### src/rtl/rv_mdu_arbiter.sv
// rv_mdu_arbiter
// Shares a single rv_mdu between NREQ requesters. An idle arbiter picks a
// requester round-robin, latches its operands, drives them to the MDU until
// the MDU stops stalling, captures the result and returns it to the winner
// with a one-cycle response pulse. A kill from the owner aborts the
// in-flight operation through mdu_kill_o.
//
// XLEN and MDU_OP_W default to the widths used by rv_pkg / rv_mdu_pkg
// (32-bit data, 3-bit funct3-style opcode); override them when the
// arbiter is instantiated next to a differently sized MDU.
//
// Ports
//   clk_i, arstn_i      clock, asynchronous active-low reset
//   req_valid_i         per-requester operation pending
//   req_ready_o         one-hot accept pulse (combinational, IDLE only)
//   req_a_i/req_b_i     packed operands, slice i = [i*XLEN +: XLEN]
//   req_op_i            packed opcodes, slice i = [i*MDU_OP_W +: MDU_OP_W]
//   req_kill_i          per-requester cancel
//   resp_valid_o        one-hot response pulse
//   resp_result_o       shared result bus (qualified by resp_valid_o)
//   mdu_*_o / mdu_*_i   connection to rv_mdu
//   busy_o              arbiter is not idle
module rv_mdu_arbiter #(
  parameter int XLEN     = 32,
  parameter int MDU_OP_W = 3,
  parameter int NREQ     = 2
) (
  input  logic                     clk_i,
  input  logic                     arstn_i,
  input  logic [NREQ-1:0]          req_valid_i,
  output logic [NREQ-1:0]          req_ready_o,
  input  logic [NREQ*XLEN-1:0]     req_a_i,
  input  logic [NREQ*XLEN-1:0]     req_b_i,
  input  logic [NREQ*MDU_OP_W-1:0] req_op_i,
  input  logic [NREQ-1:0]          req_kill_i,
  output logic [NREQ-1:0]          resp_valid_o,
  output logic [XLEN-1:0]          resp_result_o,
  output logic                     mdu_req_o,
  output logic [XLEN-1:0]          mdu_port_a_o,
  output logic [XLEN-1:0]          mdu_port_b_o,
  output logic [MDU_OP_W-1:0]      mdu_op_o,
  output logic                     mdu_kill_o,
  output logic                     mdu_keep_o,
  input  logic [XLEN-1:0]          mdu_result_i,
  input  logic                     mdu_stall_i,
  output logic                     busy_o
);

  localparam int OW = (NREQ > 1) ? $clog2(NREQ) : 1;

  typedef enum logic [1:0] {IDLE, BUSY, RESP} state_t;

  state_t              state_reg, state_next;
  logic [OW-1:0]       owner_reg, owner_next;
  logic [OW-1:0]       rr_ptr_reg, rr_ptr_next;
  logic [XLEN-1:0]     a_reg, a_next;
  logic [XLEN-1:0]     b_reg, b_next;
  logic [MDU_OP_W-1:0] op_reg, op_next;
  logic [XLEN-1:0]     res_reg, res_next;

  // Unpacked views of the packed requester buses.
  logic [XLEN-1:0]     a_arr  [NREQ];
  logic [XLEN-1:0]     b_arr  [NREQ];
  logic [MDU_OP_W-1:0] op_arr [NREQ];
  logic [NREQ-1:0]     eligible;

  for (genvar gi = 0; gi < NREQ; gi++) begin : g_unpack
    assign a_arr[gi]    = req_a_i[gi*XLEN +: XLEN];
    assign b_arr[gi]    = req_b_i[gi*XLEN +: XLEN];
    assign op_arr[gi]   = req_op_i[gi*MDU_OP_W +: MDU_OP_W];
    assign eligible[gi] = req_valid_i[gi] & ~req_kill_i[gi];
  end

  // Round-robin search: scan offsets from the highest down so that the
  // eligible index closest to rr_ptr (smallest offset) is the last writer.
  logic [OW-1:0] win;
  logic          found;

  always_comb begin
    logic [OW-1:0] cand;
    win   = '0;
    found = 1'b0;
    cand  = '0;
    for (int k = NREQ - 1; k >= 0; k--) begin
      cand = OW'((int'(rr_ptr_reg) + k) % NREQ);
      if (eligible[cand]) begin
        win   = cand;
        found = 1'b1;
      end
    end
  end

  // Pointer moves to the slot after the owner once its operation retires.
  logic [OW-1:0] owner_inc;
  assign owner_inc = (owner_reg == OW'(NREQ - 1)) ? '0 : owner_reg + OW'(1);

  always_comb begin
    state_next   = state_reg;
    owner_next   = owner_reg;
    rr_ptr_next  = rr_ptr_reg;
    a_next       = a_reg;
    b_next       = b_reg;
    op_next      = op_reg;
    res_next     = res_reg;
    req_ready_o  = '0;
    resp_valid_o = '0;
    mdu_req_o    = 1'b0;
    mdu_kill_o   = 1'b0;

    case (state_reg)
      IDLE: begin
        // Gating with arstn_i keeps ready low while reset is asserted.
        if (found && arstn_i) begin
          req_ready_o = NREQ'(1) << win;
          a_next      = a_arr[win];
          b_next      = b_arr[win];
          op_next     = op_arr[win];
          owner_next  = win;
          state_next  = BUSY;
        end
      end
      BUSY: begin
        mdu_req_o = 1'b1;
        // Kill wins over a completion arriving in the same cycle.
        if (req_kill_i[owner_reg]) begin
          mdu_kill_o  = 1'b1;
          rr_ptr_next = owner_inc;
          state_next  = IDLE;
        end else if (!mdu_stall_i) begin
          res_next   = mdu_result_i;
          state_next = RESP;
        end
      end
      RESP: begin
        resp_valid_o = NREQ'(1) << owner_reg;
        rr_ptr_next  = owner_inc;
        state_next   = IDLE;
      end
      default: state_next = IDLE;
    endcase
  end

  always_ff @(posedge clk_i or negedge arstn_i) begin
    if (!arstn_i) begin
      state_reg  <= IDLE;
      owner_reg  <= '0;
      rr_ptr_reg <= '0;
      a_reg      <= '0;
      b_reg      <= '0;
      op_reg     <= '0;
      res_reg    <= '0;
    end else begin
      state_reg  <= state_next;
      owner_reg  <= owner_next;
      rr_ptr_reg <= rr_ptr_next;
      a_reg      <= a_next;
      b_reg      <= b_next;
      op_reg     <= op_next;
      res_reg    <= res_next;
    end
  end

  // MDU operands come only from the latches, never straight from requesters.
  assign mdu_port_a_o  = a_reg;
  assign mdu_port_b_o  = b_reg;
  assign mdu_op_o      = op_reg;
  assign mdu_keep_o    = 1'b0;
  assign resp_result_o = res_reg;
  assign busy_o        = (state_reg != IDLE);

endmodule

### config.mk
export PLATFORM = sky130hd
export DESIGN_NAME = rv_mdu_arbiter
export DESIGN_NICKNAME = d
export VERILOG_FILES = /design/src/rtl/rv_mdu_arbiter.sv
export SDC_FILE = /design/constraint.sdc
export NUM_CORES = 1
export LEC_CHECK = 0
export ABC_AREA = 1
export BUFFER_PORTS_ARGS = -buffer_cell sky130_fd_sc_hd__buf_2
export CAP_MARGIN = 10
export CORE_MARGIN = 4
export CORE_UTILIZATION = 45
export DETAILED_ROUTE_END_ITERATION = 8
export PLACE_DENSITY = 0.9
export SLEW_MARGIN = 40
export SYNTH_ARGS = -nofsm -noshare
export SYNTH_HDL_FRONTEND = slang
export SYNTH_SLANG_ARGS = --single-unit
export TNS_END_PERCENT = 20
### constraint.sdc
create_clock -name clk_i -period 1.8 [get_ports clk_i]
set_clock_uncertainty 0.1 [all_clocks]
set_input_delay 0.09 -clock clk_i [delete_from_list [all_inputs] [get_ports clk_i]]
set_output_delay 0.09 -clock clk_i [all_outputs]
set_load 0.02 [all_outputs]
### Yosys cells after proc, flatten, opt, wreduce, memory -nomap -nowiden

Index checks and enable logic that the tools add are counted.

* add/sub/neg operators: 2
* magnitude comparators: 4
* equal/unequal tests: 5
* shift operators: 2
* muxes and demuxes: 32
* bitwise gates (word level): 7
* reduce and logical (&&, ||, !) cells: 8

Operators with widths (count)
* $mux 32: 6
* $mux 1: 15
* $mux 2: 6
* $mux 3: 3
* $lt 1x2->1 const B: 3
* $reduce_and 2->1: 3
* $ne 2x2->1 const B: 2
* $not 1->1: 4
* $pmux 2 s2: 1
* $reduce_bool 2->1: 2
* $shl 1x1->2 const A: 2
* $ne 3x3->1 const B: 1
* $reduce_and 3->1: 1
* $add 1x1->1 const B: 2
* $and 1x1->1: 2
* $eq 2x1->1 const B: 1
* $eq 2x2->1 const B: 1
* $ge 2x2->1 const B: 1
* $logic_not 2->1: 1
* $not 1->2: 1
* $pmux 1 s2: 1
* $logic_and 1x1->1: 1

* register bits: 103
* input port bits: 173
* output and inout port bits: 107
* logic and storage cells: 67

### Longest topological paths before layout

Gate-level depths: netlist of the first run.

* word-level depth: 10
* mapped depth: 10
* gate-level depth less buffers: 8

### Least setup slack after synthesis of the first run

OpenSTA, ideal clock, no wires.

* kind: register to output
* start point: reg state_reg[1]
* end point: out req_ready_o[0]
* arrival time: 1261 ps
* path slack: 349 ps
* stages on the path, launching flop included: 5
* cells stage by stage: dfrtp_1 > or2_4 > nand3b_4 > buf_6 > nor2_2

* word-level cells in the longest chain between the ends: 2

Ends and longest elaborated chain
* start: declaration: RTL line 53 `state_t state_reg, state_next;`
* start signal: assignment: RTL line 153 `state_reg <= state_next;`
* $logic_not 2->1: RTL line 110 `case (state_reg)`
* $mux 2: RTL line 110
* end: declaration: RTL line 31 `output logic [NREQ-1:0] req_ready_o,`

No other way between the ends.

### Final worst setup path of the first run

* start point: reg rr_ptr_reg
* end point: reg b_reg[2] (netlist: mdu_port_b_o[2])

* word-level cells in the longest chain between the ends: 9
* elaborated cells on any way between the ends: 15

Ends and longest elaborated chain
* start: declaration: RTL line 55 `logic [OW-1:0] rr_ptr_reg, rr_ptr_next;`
* start signal: assignment: RTL line 155 `rr_ptr_reg <= rr_ptr_next;`
* $add 1x1->1: RTL line 85 `cand = OW'((int'(rr_ptr_reg) + k) % NREQ);`
* $mux 1 (implied by the code) (2 in series): RTL line 86 `if (eligible[cand]) begin`
* $mux 1 (2 in series): RTL line 86
* $not 1->2 (implied by the code): RTL line 116 `b_next = b_arr[win];`
* $mux 32 (implied by the code) (3 in series): RTL line 116
* end signal: assignment: RTL line 157 `b_reg <= b_next;`
* end: declaration: RTL line 57 `logic [XLEN-1:0] b_reg, b_next;`

Parallel ways exist; a longest one is shown, timed or not. The select of a mux whose other input is x is not followed.
A chain may end at the register's enable or synchronous reset.

==> results of run 1 <==
[power by group through the flow]
stage / registers, mW / logic (mW) / clock network [mW]
after floorplan: 4.33 / 1.09 / 0
after global placement: 3.47 / 3.20 / 0
after detailed placement: 3.46 / 3.30 / 0
after CTS: 3.45 / 3.56 / 1.85
after global routing: 3.60 / 4.02 / 1.96
final: 3.53 / 3.74 / 1.83
[worst min path at each step]
stage | end | cells past startpoint | slack [ps] | from
2_1_floorplan | mdu_op_o[0]$_DFFE_PN0P_ | 0 | -310 | arstn_i
3_3_place_gp | mdu_port_b_o[2]$_DFFE_PN0P_ | 2 | 120 | arstn_i
6_report | mdu_port_b_o[4]$_DFFE_PN0P_ | 5 | -0.6 | req_b_i[4]
5_1_grt | mdu_port_b_o[20]$_DFFE_PN0P_ | 5 | 20 | req_b_i[52]
3_5_place_dp | mdu_port_b_o[2]$_DFFE_PN0P_ | 2 | 120 | arstn_i
4_1_cts | mdu_port_b_o[20]$_DFFE_PN0P_ | 5 | 1 | req_b_i[52]
[timing repair]
action                     CTS  global route
hold buffers               154             0
hold endpoints to repair   202             0
gates resized for setup      0             2
setup endpoints to repair    0             3
buffers inserted             0             4
[critical path, cell delays in order, from the launching register on]
cell and delay (ps):
dfrtp_1 400, inv_1 70, nand3_2 160, nand2_4 160, nand2_1 60, nand2_1 50, dlygate4sd3_1 540, nand2_1 50
nand2_1 60
[kinds of logic after synthesis]
family | Yosys count
buffers and inverters | 60
DFF | 103
and+or+nand+nor | 524
other | 1
AOI/OAI and AO/OA | 1
[layer usage]
| metal | share of wire | global-route usage | vias up | wire (microns) |
|---|---|---|---|---|
| met1 | 0.33 | 0.3675 | 3167 | 7566 |
| met4 | 0.075 | 0.2496 | 0 | 1720 |
| li1 | - | - | 2999 | - |
| met2 | 0.48 | 0.5660 | 585 | 10920 |
| met3 | 0.11 | 0.08947 | 163 | 2589 |
| met5 | 0 | 0 | - | 0 |
[metrics by stage]
step	utilization	TNS, ps	instance area (sq um)	power, mW	hold WS [ps]
floorplan	-	0	5152	5.429	-305.6
global placement	0.6008	0	6628	6.668	119.7
detailed placement	0.6008	0	6628	6.766	118.4
CTS	0.7658	0	8447	8.861	1.343
global route	0.7701	-12.78	8494	9.580	22.83
finish	0.7708	0	8502	9.105	-0.5643
[cell usage after synthesis, drive strengths merged]
cell type | number | area [sq um]
buf | 38 | 269.0
clkbuf | 10 | 37.54
conb | 1 | 3.750
dfrtp | 103 | 2577
inv | 12 | 45.04
nand2 | 414 | 1584
nand3 | 71 | 365.3
nand3b | 1 | 20.02
nand4 | 32 | 200.2
nor2 | 5 | 36.29
o21ai | 1 | 5.000
or2 | 1 | 8.760
[cell type report]
| type | instances | area, sq um |
|---|---|---|
| inverters | 12 | 45.04 |
| diodes | 7 | 17.52 |
| clock buffers | 12 | 246.5 |
| fillers | 646 | 2529 |
| flip-flops and latches | 103 | 2577 |
| clock inverters | 4 | 31.28 |
| well taps | 140 | 175.2 |
| repair buffers | 451 | 3178 |
| multi-input cells | 526 | 2231 |
==> impl_metrics.csv, run 1 <==
group,metric,value,unit
clock_network,cts.sink_count,103,
synth,ys_ff_latch,103,
route,route.detailed.drc,0,
die,coreArea,11030,sq um
route,wire_per_inst,18.16,microns
die,num_io_pins,280,
pwr,p_per_area,1071,nW/um^2
synth,seq_area_frac_synth,0.5002,
die,row_count,38,
synth,synth_compound_area_frac,0.0009713,
worst_setup_path,rr_startpoint,"rr_ptr_reg$_DFFE_PN0P_",
worst_setup_path,crit_path_max_fanout,6,
pwr,ir_drop,805.1,uV
placed_design,dp.cells,1074,
job,maxCapViolations,0,
synth,ys.warnings.count,0,
route,via_count,6914,
clock_network,cts_buffers,9,
min_path,min_path_type,"in2reg",
die,initial_core_util,0.4671,
placed_design,gp_congestion,0.8354,
layout,fin_cells,1255,
worst_setup_path,reg2reg_depth,8,
pwr,p_leak,4.923,nW
timing,relSlewSlack,0.6535,
layout,final_cell_mix,"401 x nand2_1, 277 x buf_2, 154 x dlygate4sd3_1, 103 x dfrtp_1, 69 x nand3_1",
grt,grt_pass1_vias,7118,
layout,finalNetCount,1276,
pwr,power_frac_comb,0.411,
die,die_x,115.0,microns
placed_design,port_buffers,278,
worst_setup_path,setup.worst_path.start,"rr_ptr_reg$_DFFE_PN0P_",
timing,worst_slew_pin_slew,519.8,ps
grt,grtUsageTotal,0.3382,
timing,fin_crit,1723,ps
synth,syn_inst,689,
route,antenna_left,0,
grt,grt_max_degree,76,
timing,fin_crit_sh,0.9574,
pwr,clockPowerShare,0.201,
layout,layout_commonest_cell,"nand2_1",
timing,fmax,0.5803,GHz
timing,final-setup-viol-count,0,
worst_setup_path,worstSetupPathType,"reg2reg",
synth,yosys.area_share.adder,0,
synth,synth_top_family_by_area,"simple AND/OR/NAND/NOR gates",
clock_network,clock-root-buffer,"clkbuf_16",
worst_setup_path,required,1970,ps
timing,worst_slack,76.62,ps
synth,muxShareOfSynthArea,0,
clock_network,cts_tree,"yes",
synth,synth_xor_area_frac,0,
synth,syn_nets,862,
pwr,seqPwrFrac,0.388,
timing,finalHoldViolCount,1,
timing,holdWs,-0.5643,ps
route,vias_per_cell,5.509,
worst_setup_path,cp-end-kind,"flop",
layout,post_route_cells_drive_above_1_share,0.3023,
run_status,status,"finished with violations",
layout,syn_to_final_growth,65.01,%
pwr,p_sw_frac,0.4105,
clock_network,cts.path.max_buffers,2,
pwr,intPower,5.368,mW
grt,grt_pass1_wl,35310,microns
grt,grt_overflow,0,
placed_design,pre_cts_ws,236.0,ps
die,dieArea,13230,sq um
die,die_h,115.0,microns
worst_setup_path,rrSetupSlack,80,ps
timing,drv_slew,0,
synth,synth-simple-area-share,0.4298,
pwr,power_switching,3.738,mW
clock_network,clock_latency,330,ps
clock_network,ctsHtreeMaxLevel,3,
synth,synth_area,5152,sq um
route,drt-pass1-iter-count,6,
worst_setup_path,crit_end,"mdu_port_b_o[2]$_DFFE_PN0P_",
worst_setup_path,r2r_end,"mdu_port_b_o[2]$_DFFE_PN0P_",
placed_design,post-dp-hpwl,11640,microns
synth,synth.distinct_cells,19,
route,drtIter0Drc,790,
run_status,violations,"hold timing",
synth,synth.avg_cell_area,7.478,sq um
route,wl,22800,microns
worst_setup_path,worstPathArrival,1890,ps
clock_network,clk_pin_slew,70,ps
worst_setup_path,cp-start-kind,"flop",
grt,antenna_found_initial,4,
No activity file was read; power rests on OpenSTA's default activity.
==> inputs of run 2 (changes only) <==
--- a/config.mk
+++ b/config.mk
@@ -6,12 +6,12 @@
 export NUM_CORES = 1
 export LEC_CHECK = 0
 export ABC_AREA = 1
-export BUFFER_PORTS_ARGS = -buffer_cell sky130_fd_sc_hd__buf_2
 export CAP_MARGIN = 10
-export CORE_MARGIN = 4
-export CORE_UTILIZATION = 45
+export CORE_AREA = 4 4 107 109
 export DETAILED_ROUTE_END_ITERATION = 8
-export PLACE_DENSITY = 0.9
+export DIE_AREA = 0 0 111 113
+export DONT_BUFFER_PORTS = 1
+export PLACE_DENSITY = 0.73
 export SLEW_MARGIN = 40
 export SYNTH_ARGS = -nofsm -noshare
 export SYNTH_HDL_FRONTEND = slang
==> run 2 against run 1 <==
The flow now stops in clock tree synthesis (4_1_cts). Synthesized cell count stayed put. Area after synthesis stayed put.
==> impl_metrics.csv, run 2 <==
group,metric,value,unit
clock_network,clock-root-buffer,"clkbuf_8",
die,die_x,111,microns
synth,ys_ff_latch,103,
run_status,error,"[ERROR RSZ-0060] Max buffer count reached.",
synth,ys_top_cells_by_count,"402 x nand2_1, 103 x dfrtp_1, 69 x nand3_1",
clock_network,ctsHtreeMaxLevel,3,
synth,synthArstFlopShare,1.000,
synth,synth_area_leaders,"dfrtp_1 50%, nand2_1 29%, nand3_1 6.7%",
die,row_count,38,
synth,synth_top_area_frac,0.5002,
clock_network,cts_resized,1,
run_status,status,"stopped before the end",
placed_design,port_buffers,0,
synth,seq_area_frac_synth,0.5002,
synth,synth.distinct_cells,19,
synth,synth_most_common_cell,"nand2_1",
die,initial_core_util,0.4860,
die,num_io_pins,280,
synth,synth_top_area_cell,"dfrtp_1",
synth,syn_inst,689,
clock_network,cts.path.max_buffers,2,
placed_design,gp_congestion,0.8961,
clock_network,cts.sink_count,103,
placed_design,post-dp-hpwl,9721,microns
die,die_h,113,microns
synth,ys.warnings.count,0,
synth,syn_nets,862,
clock_network,ctsHoldBuffers,163,
synth,synth_edf_count,0,
synth,synth_flop_cell,"dfrtp_1",
synth,synth_area,5152,sq um
run_status,lastStage,"clock tree synthesis (4_1_cts)",
synth,synth.avg_cell_area,7.478,sq um
clock_network,cts_setup_buffers,0,
clock_network,cts_buffers,9,
[run 2: cell counts after synthesis]
Identical to the previous run, type by type.
[run 2: logic make-up after synthesis]
kind of cell,Yosys count,synth area share
other,1,0.0007278
AOI/OAI and AO/OA,1,0.0009704
and+or+nand+nor,524,0.4298
buffers and inverters,60,0.06824
DFF,103,0.5002
[run 2: stage by stage]
step           area, sq um  setup WS [ps]  hold WS, ps  instances  utilization
2_1_floorplan         5152          348.9       -305.6        689            -
3_3_place_gp          5169          227.7       -302.6        794       0.4875
3_5_place_dp          5169          150.4       -302.5        794       0.4875
==> inputs of run 3 (changes only) <==
--- a/config.mk
+++ b/config.mk
@@ -7,11 +7,11 @@
 export LEC_CHECK = 0
 export ABC_AREA = 1
 export CAP_MARGIN = 10
-export CORE_AREA = 4 4 107 109
+export CORE_MARGIN = 4
+export CORE_UTILIZATION = 40
 export DETAILED_ROUTE_END_ITERATION = 8
-export DIE_AREA = 0 0 111 113
 export DONT_BUFFER_PORTS = 1
-export PLACE_DENSITY = 0.73
+export PLACE_DENSITY_LB_ADDON = 0.15
 export SLEW_MARGIN = 40
 export SYNTH_ARGS = -nofsm -noshare
 export SYNTH_HDL_FRONTEND = slang
==> run 3 against run 2 <==
The flow now finishes, with violations (hold timing).
==> impl_metrics.csv, run 3 (synthesis results as in run 1) <==
group,metric,value,unit
run_status,status,"finished with violations",
run_status,violations,"hold timing",
clock_network,cts_setup_buffers,0,
layout,nFillCells,1076,
timing,rsz0062_at_grt,"no",
clock_network,cts_buffers,9,
worst_setup_path,critical_path_buf_inv_count,0,
layout,finalNetCount,1008,
route,drtIter0Drc,304,
pwr,p_leak,3.810,nW
placed_design,gp_congestion,0.8207,
worst_setup_path,cp-start-kind,"flop",
timing,fin_crit_sh,0.9299,
placed_design,post-dp-hpwl,9971,microns
timing,finalSetupTns,0,ps
placed_design,port_buffers,0,
placed_design,pre_cts_ws,197.8,ps
pwr,ir_drop,758.6,uV
route,route.detailed.drc,0,
worst_setup_path,cp_top_family,"simple AND/OR/NAND/NOR gates",
placed_design,dp.cells,828,
worst_setup_path,required,1610,ps
timing,drv_slew,0,
timing,finalHoldViolCount,103,
worst_setup_path,crit_path_cell_trace,"or2_4 -> nand3b_4 -> nor2_2",
grt,grt_max_degree,106,
worst_setup_path,worstPathArrival,1480,ps
timing,holdWs,-660.6,ps
route,antenna_left,0,
route,drt-pass1-iter-count,5,
layout,fin_cells,1016,
pwr,power_frac_comb,0.195,
clock_network,clock-root-buffer,"clkbuf_16",
layout,syn_to_final_growth,40.70,%
clock_network,ctsHoldBuffers,168,
route,wire_per_inst,17.08,microns
clock_network,ctsHtreeMaxLevel,3,
grt,grt_pass1_wl,27070,microns
grt,grtUsageTotal,0.2309,
worst_setup_path,worstSetupPathType,"reg2out",
worst_setup_path,max_stage_delay,410,ps
clock_network,cts.path.max_buffers,2,
layout,layout_commonest_cell,"nand2_1",
pwr,intPower,5.055,mW
pwr,clockPowerShare,0.259,
pwr,p_per_area,1146,nW/um^2
grt,grt_pass1_vias,5391,
die,coreArea,12620,sq um
clock_network,clock_latency,340,ps
die,die_x,121.5,microns
worst_setup_path,crit_path_max_fanout,3,
worst_setup_path,critPathSlowestCell,"dfrtp_1",
layout,post_route_cells_drive_above_1_share,0.06429,
pwr,power_switching,3.252,mW
clock_network,cts_tree,"yes",
grt,grt_overflow,0,
route,vias_per_cell,5.208,
pwr,seqPwrFrac,0.546,
die,num_io_pins,280,
worst_setup_path,cp-end-kind,"output pin",
route,wl,17350,microns
timing,worst_slack,126.1,ps
layout,final_cell_mix,"402 x nand2_1, 168 x dlygate4sd3_1, 103 x dfrtp_1, 69 x nand3_1, 32 x nand4_1",
min_path,min_path_type,"in2async",
die,initial_core_util,0.4083,
job,maxCapViolations,0,
timing,final-setup-viol-count,0,
die,die_h,121.5,microns
die,row_count,41,
clock_network,cts.sink_count,103,
timing,fin_crit,1674,ps
route,via_count,5291,
timing,fmax,0.5974,GHz
die,dieArea,14760,sq um
clock_network,clk_pin_slew,70,ps
grt,antenna_found_initial,0,
pwr,p_sw_frac,0.3915,
==> run 3: metrics by stage <==
stage	util	power [mW]	cell area, sq um
finish	0.5745	8.307	7249
detailed placement	0.4139	5.865	5224
global route	0.5737	8.783	7239
global placement	0.4139	5.817	5224
floorplan	-	5.429	5152
CTS	0.5737	8.342	7239
==> run 3: timing repair <==
item | 4_1_cts | 5_1_grt
setup endpoints to repair | 0 | 1
gates resized for setup | 0 | 1
endpoints found under the hold margin | 204 | 103
==> run 3: worst paths after layout <==
check	startpoint	slack, ps	end	cells past startpoint
max	state_reg[1]$_DFFE_PN0P_	130	req_ready_o[0]	3
min reg2reg	rr_ptr_reg$_DFFE_PN0P_	420	rr_ptr_reg$_DFFE_PN0P_	2
max reg2reg	state_reg[1]$_DFFE_PN0P_	190	mdu_port_b_o[31]$_DFFE_PN0P_	5
min	arstn_i	-660	mdu_port_a_o[10]$_DFFE_PN0P_	0
max in group asynchronous	arstn_i	2080	mdu_op_o[2]$_DFFE_PN0P_	0
min in group clk_i	req_kill_i[1]	30	rr_ptr_reg$_DFFE_PN0P_	5
==> run 3: routing by layer <==
metal  track usage  part of all wire  wire, microns
met5             0                 0              0
met4        0.1380             0.049            856
met3       0.08205              0.11           1934
met2        0.3855              0.48           8382
met1        0.2510              0.36           6179
==> run 3: layout make-up <==
cell class	instances	area, sq um	share of cell area
diodes	4	10.01	0.001381
multi-input cells	526	2223	0.3067
inverters	12	45.04	0.006213
flip-flops and latches	103	2577	0.3555
clock buffers	12	256.5	0.03538
clock inverters	4	77.57	0.01070
well taps	172	215.2	0.02969
repair buffers	183	1844	0.2544
==> run 3: power by group through the flow <==
stage                     registers [mW]  logic [mW]  clock network [mW]
final                               4.53        1.62                2.15
after global routing                4.61        1.85                2.32
after CTS                           4.54        1.59                2.21
after detailed placement            4.56        1.30                   0
after global placement              4.58        1.24                   0
after floorplan                     4.33        1.09                   0
